File: src/rtl/bram_sqp_arb.sv
// rtl/bram_sqp_arb.sv - round-robin arbiter sharing a dual write/read port-pair BRAM among requesters
module bram_sqp_arb #(
    parameter int REQS  = 4,
    parameter int WIDTH = 8,
    parameter int DEPTH = 256,
    localparam int AW   = $clog2(DEPTH),
    localparam int PW   = $clog2(REQS)
) (
    input  logic                    clk,
    input  logic                    rst_n,
    input  logic [REQS-1:0]         req,
    input  logic [REQS-1:0]         we,
    input  logic [REQS*AW-1:0]      addr,
    input  logic [REQS*WIDTH-1:0]   din,
    output logic [REQS-1:0]         gnt,
    output logic [REQS-1:0]         rvalid,
    output logic [REQS*WIDTH-1:0]   rdata,
    output logic                    mem_we0,
    output logic                    mem_we1,
    output logic [AW-1:0]           mem_addr_write0,
    output logic [AW-1:0]           mem_addr_write1,
    output logic [AW-1:0]           mem_addr_read0,
    output logic [AW-1:0]           mem_addr_read1,
    output logic [WIDTH-1:0]        mem_din0,
    output logic [WIDTH-1:0]        mem_din1,
    input  logic [WIDTH-1:0]        mem_dout0,
    input  logic [WIDTH-1:0]        mem_dout1
);

    localparam logic [PW:0]   REQS_W   = (PW+1)'(REQS);
    localparam logic [PW-1:0] LAST_IDX = PW'(REQS-1);

    logic [AW-1:0]    a_arr [REQS];
    logic [WIDTH-1:0] d_arr [REQS];
    logic [WIDTH-1:0] rd_q  [REQS];

    logic [PW-1:0] ptr;
    logic [PW-1:0] ptr_nxt;
    logic [PW-1:0] last_idx;
    logic          g0_v, g1_v;
    logic [PW-1:0] g0_idx, g1_idx;
    logic [PW:0]   sum;
    logic [PW-1:0] sel;

    logic          p0_v, p1_v;
    logic [PW-1:0] p0_tag, p1_tag;

    for (genvar i = 0; i < REQS; i++) begin : g_lane
        assign a_arr[i] = addr[i*AW +: AW];
        assign d_arr[i] = din[i*WIDTH +: WIDTH];
        assign rdata[i*WIDTH +: WIDTH] = rd_q[i];
    end

    // Scan from ptr; port 1 takes the first later requester that cannot
    // collide with port 0 (same address with a write on either side).
    always_comb begin
        gnt    = '0;
        g0_v   = 1'b0;
        g1_v   = 1'b0;
        g0_idx = '0;
        g1_idx = '0;
        sum    = '0;
        sel    = '0;
        for (int k = 0; k < REQS; k++) begin
            sum = {1'b0, ptr} + (PW+1)'(k);
            if (sum >= REQS_W) begin
                sum = sum - REQS_W;
            end
            sel = sum[PW-1:0];
            if (rst_n && req[sel]) begin
                if (!g0_v) begin
                    g0_v   = 1'b1;
                    g0_idx = sel;
                end else if (!g1_v && !((a_arr[sel] == a_arr[g0_idx]) && (we[sel] || we[g0_idx]))) begin
                    g1_v   = 1'b1;
                    g1_idx = sel;
                end
            end
        end
        if (g0_v) begin
            gnt[g0_idx] = 1'b1;
        end
        if (g1_v) begin
            gnt[g1_idx] = 1'b1;
        end
    end

    assign last_idx = g1_v ? g1_idx : g0_idx;
    assign ptr_nxt  = (last_idx == LAST_IDX) ? '0 : last_idx + 1'b1;

    assign mem_we0         = g0_v & we[g0_idx];
    assign mem_addr_write0 = a_arr[g0_idx];
    assign mem_addr_read0  = a_arr[g0_idx];
    assign mem_din0        = d_arr[g0_idx];
    assign mem_we1         = g1_v & we[g1_idx];
    assign mem_addr_write1 = a_arr[g1_idx];
    assign mem_addr_read1  = a_arr[g1_idx];
    assign mem_din1        = d_arr[g1_idx];

    // p*_v/p*_tag cover the BRAM output register stage; rd_q is the return stage.
    always_ff @(posedge clk or negedge rst_n) begin
        if (!rst_n) begin
            ptr    <= '0;
            p0_v   <= 1'b0;
            p1_v   <= 1'b0;
            p0_tag <= '0;
            p1_tag <= '0;
            rvalid <= '0;
            for (int i = 0; i < REQS; i++) begin
                rd_q[i] <= '0;
            end
        end else begin
            if (g0_v) begin
                ptr <= ptr_nxt;
            end
            p0_v   <= g0_v & ~we[g0_idx];
            p1_v   <= g1_v & ~we[g1_idx];
            p0_tag <= g0_idx;
            p1_tag <= g1_idx;
            rvalid <= '0;
            if (p0_v) begin
                rvalid[p0_tag] <= 1'b1;
                rd_q[p0_tag]   <= mem_dout0;
            end
            if (p1_v) begin
                rvalid[p1_tag] <= 1'b1;
                rd_q[p1_tag]   <= mem_dout1;
            end
        end
    end

endmodule

File: config.mk
export PLATFORM = sky130hd
export DESIGN_NAME = bram_sqp_arb
export DESIGN_NICKNAME = d
export VERILOG_FILES = /design/src/rtl/bram_sqp_arb.sv
export SDC_FILE = /design/constraint.sdc
export NUM_CORES = 1
export LEC_CHECK = 0
export CELL_PAD_IN_SITES_DETAIL_PLACEMENT = 0
export CELL_PAD_IN_SITES_GLOBAL_PLACEMENT = 2
export CORE_MARGIN = 3
export CORE_UTILIZATION = 28
export CTS_CLUSTER_SIZE = 20
export DETAILED_ROUTE_END_ITERATION = 12
export HOLD_SLACK_MARGIN = 0.05
export PLACE_DENSITY = 0.86
export SYNTH_ARGS = -nofsm -noshare
export SYNTH_HDL_FRONTEND = slang
export SYNTH_SLANG_ARGS = --single-unit
File: constraint.sdc
create_clock -name clk -period 9.15 [get_ports clk]
set_input_delay 1.83 -clock clk [delete_from_list [all_inputs] [get_ports clk]]
set_output_delay 1.83 -clock clk [all_outputs]
set_load 0.02 [all_outputs]
# Word level (Yosys, flattened, before mapping)
# Cells that the tools add are included.
[totals]
ff_bits = 44
output_inout_bits = 90
elab_cells = 202
[classes]
eq_ne = 4
bitwise_logic = 18
reduce_logical = 22
addsub = 8
mux = 109
n_lt_le_gt_ge = 31
[op_table]
columns = ["operator", "count"]
rows = [
  ["8-bit two-way mux", 22],
  ["8-bit binary-select mux with 2-bit select", 10],
  ["32-bit bitwise mux", 2],
  ["32-bit two-way mux", 2],
  ["2-bit two-way mux", 22],
  ["3-bit greater-or-equal comparator (second input constant)", 13],
  ["2-bit by 3-bit < comparator with 1-bit output (second input constant)", 11],
  ["8-bit demux with 2-bit select", 2],
  ["2-bit NOT with 3-bit output", 10],
  ["1-bit two-way mux", 29],
  ["1-bit binary-select mux with 2-bit select", 12],
  ["8-bit equality test", 3],
  ["4-bit two-way mux", 4],
  ["1-bit logical AND", 15],
  ["1-bit demux with 2-bit select", 4],
  ["2-bit by 1-bit greater-or-equal comparator with 1-bit output (second input constant)", 4],
  ["4-bit bitwise OR", 2],
  ["2-bit by 1-bit subtractor with 2-bit output (second input constant)", 4],
  ["2-bit by 2-bit adder with 3-bit output (second input constant)", 2],
  ["3-bit by 1-bit < comparator with 1-bit output (second input constant)", 2],
  ["1-bit bitwise AND", 4],
  ["1-bit logical NOT", 4],
  ["2-bit by 1-bit adder with 3-bit output (second input constant)", 1],
  ["2-bit by 3-bit greater-or-equal comparator with 1-bit output (second input constant)", 1],
  ["other kinds (4)", 7],
]

# Longest topological paths before layout
# Gate-level depths: netlist of the first run.
[depth]
depth_word = 31
mapped_depth = 22

# Least setup slack after synthesis of the first run
# OpenSTA, ideal clock, no wires.
[synth_timing]
kind = "input to output"
from = "input port rst_n"
to = "output port mem_addr_write1[1]"
path_buffers = 6
arrival_time_ps = 6325
setup_slack_ps = 995
stages = 21
cell_sequence = "clkbuf_1 and2_1 nand2_1 clkbuf_1 o21ai_0 ha_1 clkbuf_1 a21oi_1 or2_4 buf_6 a21oi_1 a2bb2o_1 a2111oi_4 a21boi_1 o31ai_4 nand2_4 inv_4 buf_12 mux2i_1 mux2i_1 buf_4"
[synth_via]
elab_chain_len = 25
word_cells_on_any_way = 64
[synth_rtl]
columns = ["item", "line", "text"]
rows = [
  ["start, declared", "10", "input logic rst_n,"],
  ["1-bit logical AND", "70", "if (rst_n && req[sel]) begin"],
  ["2-bit two-way mux", "70", ""],
  ["2-bit NOT with 3-bit output (implied by the code)", "74", "end else if (!g1_v && !((a_arr[sel] == a_arr[g0_idx]) && (we[sel] || we[g0_idx]))) begin"],
  ["8-bit binary-select mux with 2-bit select", "74", ""],
  ["8-bit two-way mux (implied by the code) (2 in a row)", "74", ""],
  ["8-bit equality test", "74", ""],
  ["1-bit logical AND", "74", ""],
  ["1-bit two-way mux", "74", ""],
  ["(+7 left out)", "--", ""],
  ["1-bit logical NOT", "74", ""],
  ["1-bit logical AND", "74", ""],
  ["2-bit two-way mux", "74", ""],
  ["2-bit two-way mux", "71", "if (!g0_v) begin"],
  ["2-bit two-way mux (*)", "70", ""],
  ["2-bit NOT with 3-bit output (*)", "--", ""],
  ["8-bit binary-select mux with 2-bit select (*)", "--", ""],
  ["8-bit two-way mux (*) (2 in a row)", "--", ""],
  ["end, declared", "21", "output logic [AW-1:0] mem_addr_write1,"],
]
# Every way passes the cells marked *; elsewhere a longest branch is shown, timed or not. The select of a mux whose other input is x is not followed.

# Worst setup path after layout of the first run
[layout_timing]
from = "input port req[2]"
to = "output port mem_addr_write1[1]"
[layout_via]
elab_chain_len = 27
word_cells_on_any_way = 72
[layout_rtl]
columns = ["item", "line", "text"]
rows = [
  ["start, declared", "11", "input logic [REQS-1:0] req,"],
  ["1-bit binary-select mux with 2-bit select", "70", ""],
  ["1-bit two-way mux (implied by the code)", "70", ""],
  ["1-bit logical AND", "70", ""],
  ["2-bit two-way mux", "70", ""],
  ["2-bit NOT with 3-bit output (implied by the code)", "74", ""],
  ["8-bit binary-select mux with 2-bit select", "74", ""],
  ["8-bit two-way mux (implied by the code) (2 in a row)", "74", ""],
  ["8-bit equality test", "74", ""],
  ["(+9 left out)", "--", ""],
  ["1-bit logical NOT", "74", ""],
  ["1-bit logical AND", "74", ""],
  ["2-bit two-way mux", "74", ""],
  ["2-bit two-way mux", "71", ""],
  ["2-bit two-way mux (*)", "70", ""],
  ["2-bit NOT with 3-bit output (implied by the code) (*)", "96", "assign mem_addr_write1 = a_arr[g1_idx];"],
  ["8-bit binary-select mux with 2-bit select (*)", "96", ""],
  ["8-bit two-way mux (implied by the code) (*) (2 in a row)", "96", ""],
]
# Marked as above.

==> impl_metrics.ini, run 1 <==
[worst_hold_path]
hold_start = p1_tag[1]
hold_path.class = flop to flop
holdPathStages = 1

[synthesis]
netlist_instances = 622
synth_seq_cells = 44
synth-edff-count = 0
ys_types = 75
syn-cell-area_um2 = 5690
ys_seq_area_share_pct = 19.4
synth_ff_type = dfrtp_1
syn_nets = 713
synth_warnings = 0
ys_async_sr_fraction_pct = 100
syn_area_per_cell_um2 = 9.15

[global_routing]
grt.total_usage_pct = 17.3
first_global_vias = 5582
antenna_found_initial = 0
grt_overflow = 0
grt_pass1_wl_mm = 31.3
grt_max_degree = 46

[cts]
cts-root-buf = clkbuf_16
insertion_delay_ns = 0.28
clockBufferDepth = 2
clk_pin_slew_ns = 0.06
holdBufCountCts = 0
cts_made_buffers = 5
cts_setup_buffers = 0
clock_sinks = 44
ctsResizeCount = 0
htreeDepth = 2
tritoncts = done

[timing]
relSlewSlack_pct = 35.3
slew_viol_final = 0
setup_viol = 0
worst_slew_pin_slew_ns = 0.967
finalHoldViolCount = 0
rsz0062_at_grt = false
fin_crit_sh_pct = 96.5
max_freq_mhz = 113
fin_ws_ns = 0.322
finalClockSkew_ns = 0.00314
tns_ns = 0
period_minus_slack_ns = 8.83

[power_and_ir_drop]
pwr_density_cell_nw_per_um2 = 414
ir_worst_vdd_uv = 244
p_leak_uw = 0.00314

[setup_path]
endpoint_kind = output port
arrival_ns = 7.00
timing_worst_setup_path_type = primary input to output port
cp.required_ns = 7.32
r2r_start = ptr[0]
crit_path_start_kind = primary input
cp-startpoint = req[2]
r2r_cells = 16
critical_path.max_fanout = 9

[route]
wire_per_inst_um = 19.1
avgViaCountPerCell = 5.36
dr.pass1.iters = 5
drc = 0
first_iter_violations = 318
num_vias = 5550
totalWireLength_mm = 19.8
antenna_left = 0

[placed_design]
io_buffers = 179
globalplace.congestion = 0.869
dp.cells = 1028
place_ws_ns = 0.161
dp_hpwl_mm = 14.7
placed_area_um2 = 7640

[floorplanning]
die-area_um2 = 22100
die_w_um = 149
core_um2 = 19700
start_util_pct = 28.9
rows = 51
die_y_um = 149
io_pins = 180

[run]
maxCapViolCount = 0

[run_status]
status = finished, final reports clean

[layout]
drive_above_1_share_pct = 13.5
nets = 861
antenna_cells = 0
area_delta_synth_final_pct = 36.7
stdcell_count = 1035
fin_area_um2 = 7780
[worst paths after layout]
kind                                 endpoint  slack, ns
max                        mem_addr_write1[1]       0.32
min                                 rvalid[1]       0.53
max reg2reg                              p1_v       4.42
min reg2reg                         rvalid[1]       0.53
max in group asynchronous              ptr[0]       6.73
min in group asynchronous           rdata[29]       1.98
[per-stage QoR]
| stage | power, uW | util, % | hold WS (ns) |
|---|---|---|---|
| detailed placement | 3060 | 38.8 | 0.538 |
| global placement | 3060 | 38.8 | 0.527 |
| floorplan | 2140 | - | 0.486 |
| CTS | 3240 | 39.4 | 0.546 |
| global route | 3440 | 39.5 | 0.567 |
| finish | 3220 | 39.5 | 0.534 |
[power by group]
group          switching, uW  internal (uW)
logic                   1440           1250
clock network           68.0           99.2
registers               73.1            295
[cell usage in the layout, fill, tap and decap left out, types with 3 or more instances in the layout]
master,instances
a21oi_1,36
o2111ai_1,3
mux2i_1,101
nand4_1,3
clkbuf_16,5
o21ai_0,65
nand2b_1,4
and3_1,14
mux2_2,15
nor3b_1,3
a21o_1,3
inv_1,14
and2_1,4
nand3_1,25
buf_4,22
a211oi_1,11
mux4_2,39
nor2_1,24
xnor2_1,15
xor2_1,5
nor3_1,9
dfrtp_1,42
clkdlybuf4s50_1,178
nand2_1,52
or3_1,5
and3b_1,3
[area by class of cell]
| type | count | area, um2 |
|---|---|---|
| Clock buffer | 6 | 129 |
| Clock inverter | 1 | 5.00 |
| Fill cell | 1981 | 11900 |
| Inverter | 16 | 62.6 |
| Multi-Input combinational cell | 501 | 4190 |
| Sequential cell | 44 | 1100 |
| Tap cell | 265 | 332 |
| Timing Repair Buffer | 202 | 1960 |
[state kept, by name (all words and copies together), names as in the netlist]
register / count
rvalid: 4
p1_v: 1
ptr: 2
p0_tag: 2
p0_v: 1
p1_tag: 2
rdata: 32
[synthesized netlist by cell type, types with 5 or more instances]
library cell | count | share of area [%]
mux2_2 | 15 | 3.0
or3_1 | 5 | 0.55
buf_2 | 17 | 1.5
mux2i_1 | 101 | 18
clkbuf_1 | 17 | 1.1
xnor2_1 | 15 | 2.3
inv_1 | 14 | 0.92
a211oi_1 | 11 | 1.5
xor2_1 | 5 | 0.77
o21ai_0 | 66 | 5.8
buf_4 | 18 | 2.4
mux4_2 | 39 | 15
nand2_1 | 52 | 3.4
nor3_1 | 9 | 0.79
nand3_1 | 25 | 2.2
a21oi_1 | 37 | 3.3
and3_1 | 14 | 1.5
nor2_1 | 24 | 1.6
dfrtp_1 | 44 | 19
[critical path, stage by stage]
cell and delay, ns:
clkdlybuf4s50_1 0.65, mux2_2 0.23, nand2_1 0.06, o21ai_1 0.14, ha_1 0.28, buf_4 0.25, mux4_2 0.53, xnor2_1 0.22
o21ai_0 0.15, nor4_1 0.29, a21oi_1 0.25, a21o_1 0.21, o41a_1 0.44, o21ai_4 0.26, buf_4 0.25, mux2i_1 0.30
clkdlybuf4s50_1 0.66
[metal layers]
layer	track usage (%)	up-vias	routed length (um)
li1	-	2661	-
met1	24.8	2691	8980
met2	29.2	192	9560
met3	1.61	6	1110
met4	2.31	0	112
met5	0	-	0
[kinds of logic (layout without fill, tap and decap cells)]
kind of cell	after synthesis	in the layout	synth area share, %
xor+xnor	20	20	3.08
compound gates	160	160	18.5
simple gates	165	165	15.2
flops	44	44	19.4
fa+ha+maj	1	1	0.220
mux	155	155	36.2
buf+inv	77	225	7.50
Power figures use the tool's default switching activity.
==> inputs of run 2 (changes only) <==
- CORE_UTILIZATION: 28 -> 25
- PLACE_DENSITY: 0.86 -> 0.81
- clock period: 9.15 -> 7.2 ns (I/O delays scaled with it)
==> run 2 against run 1 <==
  * Worst hold slack lost 0.0051 ns
  * Core utilization fell by 1.8 points
  * Design area is 7.0% higher
  * Largest cell class unchanged
  * Combinational power is 34% higher
  * Wire length is 7.4% higher
==> impl_metrics.ini, run 2 (synthesis gave the netlist of run 1 again) <==
[run_status]
status = finished, final reports clean

[cts]
tritoncts = done
clockBufferDepth = 2
insertion_delay_ns = 0.28
holdBufCountCts = 0
htreeDepth = 2
cts_made_buffers = 5
clock_sinks = 44
cts-root-buf = clkbuf_16
clk_pin_slew_ns = 0.06

[timing]
worst_slew_pin_slew_ns = 0.999
finalClockSkew_ns = 0.00500
finalHoldViolCount = 0
tns_ns = 0
rsz0062_at_grt = false
relSlewSlack_pct = 33.2
max_freq_mhz = 142
slew_viol_final = 0
fin_crit_sh_pct = 97.7
period_minus_slack_ns = 7.04
fin_ws_ns = 0.163
setup_viol = 0

[power_and_ir_drop]
ir_worst_vdd_uv = 270
pwr_density_cell_nw_per_um2 = 517
p_leak_uw = 0.00351

[layout]
largest_register_ffs = 32
final_common_cell = clkdlybuf4s50_1
drive_above_1_share_pct = 25.0
area_delta_synth_final_pct = 46.4
n_fill_cell = 2219
stdcell_count = 1117
nets = 927
layout_common_cells = clkdlybuf4s50_1, mux2i_1, buf_4
fin_area_um2 = 8330
antenna_cells = 0

[global_routing]
grt_overflow = 0
grt.total_usage_pct = 16.6
antenna_found_initial = 0
grt_max_degree = 54
first_global_vias = 5843
grt_pass1_wl_mm = 32.9

[setup_path]
cp.required_ns = 5.76
r2r_start = ptr[0]
critical_path.max_fanout = 10
rr_endpoint = p1_v
r2r_cells = 17
arrival_ns = 5.60
endpoint_kind = output port
endpoint = gnt[3]
reg2reg_slack_ns = 2.76
timing_worst_setup_path_type = primary input to output port
cp-startpoint = req[0]
crit_path_start_kind = primary input

[worst_hold_path]
hold_start = p1_tag[1]
hold_path.class = flop to flop

[route]
met1Wirelength_mm = 9.51
totalWireLength_mm = 21.2
first_iter_violations = 370
antenna_left = 0
wire_per_inst_um = 19.0
avgViaCountPerCell = 5.25
drc = 0
dr.pass1.iters = 4
dr_wl_met3_mm = 1.14
met2_length_mm = 10.3
top_layer = met4
num_vias = 5859

[run]
maxCapViolCount = 0

[floorplanning]
die-area_um2 = 24600
die_y_um = 157
core_um2 = 22100
rows = 54
io_pins = 180
start_util_pct = 25.8
die_w_um = 157

[placed_design]
dp.cells = 1102
io_buffers = 179
placed_area_um2 = 8190
dp_hpwl_mm = 16.4
globalplace.congestion = 0.930
place_ws_ns = -0.460
## run 2: cell types whose count changed in the layout (fill, tap and decap cells not counted), moves of 8 or more
cell	previous run	this run
buf_12	0	8
clkdlybuf4s50_1	178	149
buf_2	1	10
buf_4	22	81
clkbuf_2	0	18
## run 2: critical path, stage by stage
cell	delay (ns)
clkdlybuf4s50_1	0.42
buf_4	0.17
mux4_2	0.54
and3_4	0.23
or2_4	0.27
buf_4	0.14
a211oi_2	0.17
nor3_1	0.07
nand4b_1	0.24
a2111oi_4	0.40
nor3_1	0.10
o41a_1	0.47
o21ai_4	0.18
buf_12	0.14
buf_12	0.14
a22o_1	0.12
clkdlybuf4s15_1	0.33
## run 2: metal layers
metal,track usage (%),vias to the layer above
met5,0,-
met4,3.54,0
met3,1.66,23
met2,28.5,201
met1,22.6,2839
li1,-,2796
## run 2: timing repair
action | 4_1_cts | 5_1_grt
gates cloned | 1 | 0
gates resized for setup | 41 | 68
buffers inserted | 2 | 4
pin swaps | 2 | 3
setup endpoints to repair | 28 | 29
## run 2: final cells by class
class / count / area (um2) / area share (%)
Sequential cell: 44 / 1100 / 13.3
Tap cell: 280 / 350 / 4.21
Clock buffer: 5 / 125 / 1.50
Clock inverter: 3 / 18.8 / 0.225
Timing Repair Buffer: 267 / 2410 / 28.9
Inverter: 16 / 65.1 / 0.781
Multi-Input combinational cell: 502 / 4250 / 51.1
## run 2: per-stage QoR
step                total power, uW  hold slack (ns)  utilization (%)
finish                         4300            0.529             37.7
global route                   4600            0.560             37.7
CTS                            4340            0.534             37.8
detailed placement             4160            0.525             37.1
global placement               4160            0.523             37.1
floorplan                      2730            0.486                -
## run 2: how the worst min path moves through the flow
stage	depth (start not counted)	slack (ns)	to
2_1_floorplan	1	0.49	rvalid[1]
3_5_place_dp	1	0.52	rvalid[1]
4_1_cts	1	0.53	rvalid[1]
5_1_grt	1	0.56	rvalid[1]
3_3_place_gp	1	0.52	rvalid[1]
6_report	1	0.53	rvalid[1]
## run 2: power breakdown
group | internal (uW) | switching (uW) | leakage (uW)
sequential | 375 | 96.3 | 0.000535
combinational | 1690 | 1920 | 0.00290
clock | 128 | 92.1 | 0.0000736
total | 2190 | 2110 | 0.00351
==> inputs of run 3 (changes only) <==
--- a/config.mk
+++ b/config.mk
@@ -9,9 +9,11 @@
 export CELL_PAD_IN_SITES_GLOBAL_PLACEMENT = 2
 export CORE_MARGIN = 3
-export CORE_UTILIZATION = 25
+export CORE_UTILIZATION = 35
 export CTS_CLUSTER_SIZE = 20
 export DETAILED_ROUTE_END_ITERATION = 12
+export DONT_BUFFER_PORTS = 1
 export HOLD_SLACK_MARGIN = 0.05
-export PLACE_DENSITY = 0.81
+export PLACE_DENSITY = 0.82
+export SKIP_LAST_GASP = 1
 export SYNTH_ARGS = -nofsm -noshare
 export SYNTH_HDL_FRONTEND = slang
==> constraint.sdc (replaced) <==
create_clock -name clk -period 7.2 [get_ports clk]
set_input_delay 0.72 -clock clk [delete_from_list [all_inputs] [get_ports clk]]
set_output_delay 0.72 -clock clk [all_outputs]
set_load 0.02 [all_outputs]
==> run 3 against run 2 <==
  * Combinational power shrank 30%
  * Sequential power grew 26%
  * Total power fell by 23%
  * Count of clock-buffer cells in the layout up 1
  * Via count fell by 14%
  * Worst setup slack improved by 0.37 ns
  * Flip-flop and latch count unchanged
  * Die area shrank 28%
==> impl_metrics.ini, run 3 (synthesis gave the netlist of run 1 again) <==
[run_status]
status = finished, final reports clean

[layout]
n_fill_cell = 1586
largest_register_ffs = 32
nets = 679
antenna_cells = 0
stdcell_count = 799
fin_area_um2 = 5900
utilization_pct = 38.0
drive_above_1_share_pct = 17.2
final_common_cell = mux2i_1
layout_common_cells = mux2i_1, o21ai_0, nand2_1
area_delta_synth_final_pct = 3.78

[power_and_ir_drop]
ir_worst_vdd_uv = 255
pwr_density_cell_nw_per_um2 = 562
p_leak_uw = 0.00243
power_uw = 3320

[setup_path]
crit_chain = buf_4 -> and3b_1 -> o221ai_1 -> nand2_1 -> buf_4 -> a211oi_1 -> a21oi_1 -> xnor2_1 -> and4_1 -> a21boi_1 -> o31ai_4 -> nand2_4 -> inv_4 -> a21oi_1 -> mux2i_1
rr_endpoint = p1_v
critical_path.max_fanout = 33
cpLargestDelayFamily = compound AO/OA/AOI/OAI gates
cp.required_ns = 6.48
endpoint_kind = output port
r2r_cells = 15
reg2reg_slack_ns = 1.64
cp-startpoint = ptr[1]
timing_worst_setup_path_type = flop to output port
critPathSlowestCell = o221ai_1
path_buf_inv = 3
critical-path-max-stage-delay_ns = 0.95
r2r_start = ptr[1]
arrival_ns = 5.95
crit_path_start_kind = flop

[cts]
tritoncts = done
cts_made_buffers = 5
clockBufferDepth = 2
insertion_delay_ns = 0.28
cts-root-buf = clkbuf_16
htreeDepth = 2
clk_pin_slew_ns = 0.06
cts_setup_buffers = 0
ctsResizeCount = 0
clock_sinks = 44
holdBufCountCts = 0

[route]
antenna_left = 0
drc = 0
num_vias = 5014
dr.pass1.iters = 5
avgViaCountPerCell = 6.28
totalWireLength_mm = 18.2
wire_per_inst_um = 22.8
first_iter_violations = 408

[timing]
finalHoldViolCount = 0
fin_crit_sh_pct = 92.6
finalClockSkew_ns = 0.00243
period_minus_slack_ns = 6.67
worst_slew_pin_slew_ns = 1.22
setup_viol = 0
relSlewSlack_pct = 18.6
tns_ns = 0
slew_viol_final = 0
rsz0062_at_grt = false
max_freq_mhz = 150

[global_routing]
grt_max_degree = 63
grt_pass1_wl_mm = 28.5
first_global_vias = 4977
grt.total_usage_pct = 19.6
grt_overflow = 0
antenna_found_initial = 0

[floorplanning]
io_pins = 180
rows = 45
die-area_um2 = 17800
die_y_um = 133
die_w_um = 133
core_um2 = 15500
start_util_pct = 36.6

[placed_design]
dp_hpwl_mm = 13.5
placed_area_um2 = 5770
io_buffers = 0
dp.cells = 792
globalplace.congestion = 0.920

[worst_hold_path]
hold_path.class = primary input to async pin

[run]
maxCapViolCount = 0
## run 3: worst reg2reg max path: stages, from the launching register on
cell and delay, ns:
dfrtp_2 0.39, buf_4 0.37, and3b_1 0.25, o221ai_1 0.95
nand2_1 0.42, buf_4 0.32, a211oi_1 0.26, a21oi_1 0.08
xnor2_1 0.33, and4_1 0.29, a21boi_1 0.11, o31ai_4 0.55
nand2_4 0.32, inv_4 0.37, a21oi_1 0.15, mux2_2 0.27
## run 3: worst max path at each step
stage                    endpoint  slack (ns)  depth (start not counted)
4_1_cts                   mem_we1        0.60                         15
3_3_place_gp              mem_we1        0.97                         15
6_report                  mem_we1        0.53                         15
3_5_place_dp              mem_we1        0.81                         15
2_1_floorplan  mem_addr_write1[1]        1.26                         21
5_1_grt                   mem_we1        0.19                         15
## run 3: layout make-up
type | instances | area (um2) | area share [%]
multi-input cells | 501 | 4190 | 71.0
flip-flops and latches | 44 | 1100 | 18.7
well taps | 211 | 264 | 4.47
repair buffers | 20 | 150 | 2.54
clock buffers | 6 | 129 | 2.18
inverters | 16 | 62.6 | 1.06
clock inverters | 1 | 5.00 | 0.0848
## run 3: metrics by stage
step | hold WS (ns) | worst slack, ns
floorplan | 0.424 | 1.26
global placement | 0.426 | 0.970
detailed placement | 0.426 | 0.805
CTS | 0.128 | 0.602
global route | 0.119 | 0.186
finish | 0.132 | 0.534
## run 3: per-layer routing
layer / share of wire [%] / global-route usage, % / wire length (um) / vias up
li1: - / - / - / 2293
met1: 40 / 25.5 / 7260 / 2431
met2: 49 / 33.4 / 8920 / 271
met3: 9.7 / 4.34 / 1770 / 19
met4: 1.3 / 4.17 / 229 / 0
met5: 0 / 0 / 0 / -
## run 3: report_power, final
| part | switching, uW | internal [uW] | total, uW |
|---|---|---|---|
| sequential | 218 | 375 | 593 |
| clock | 87.1 | 126 | 213 |
| combinational | 1550 | 962 | 2510 |
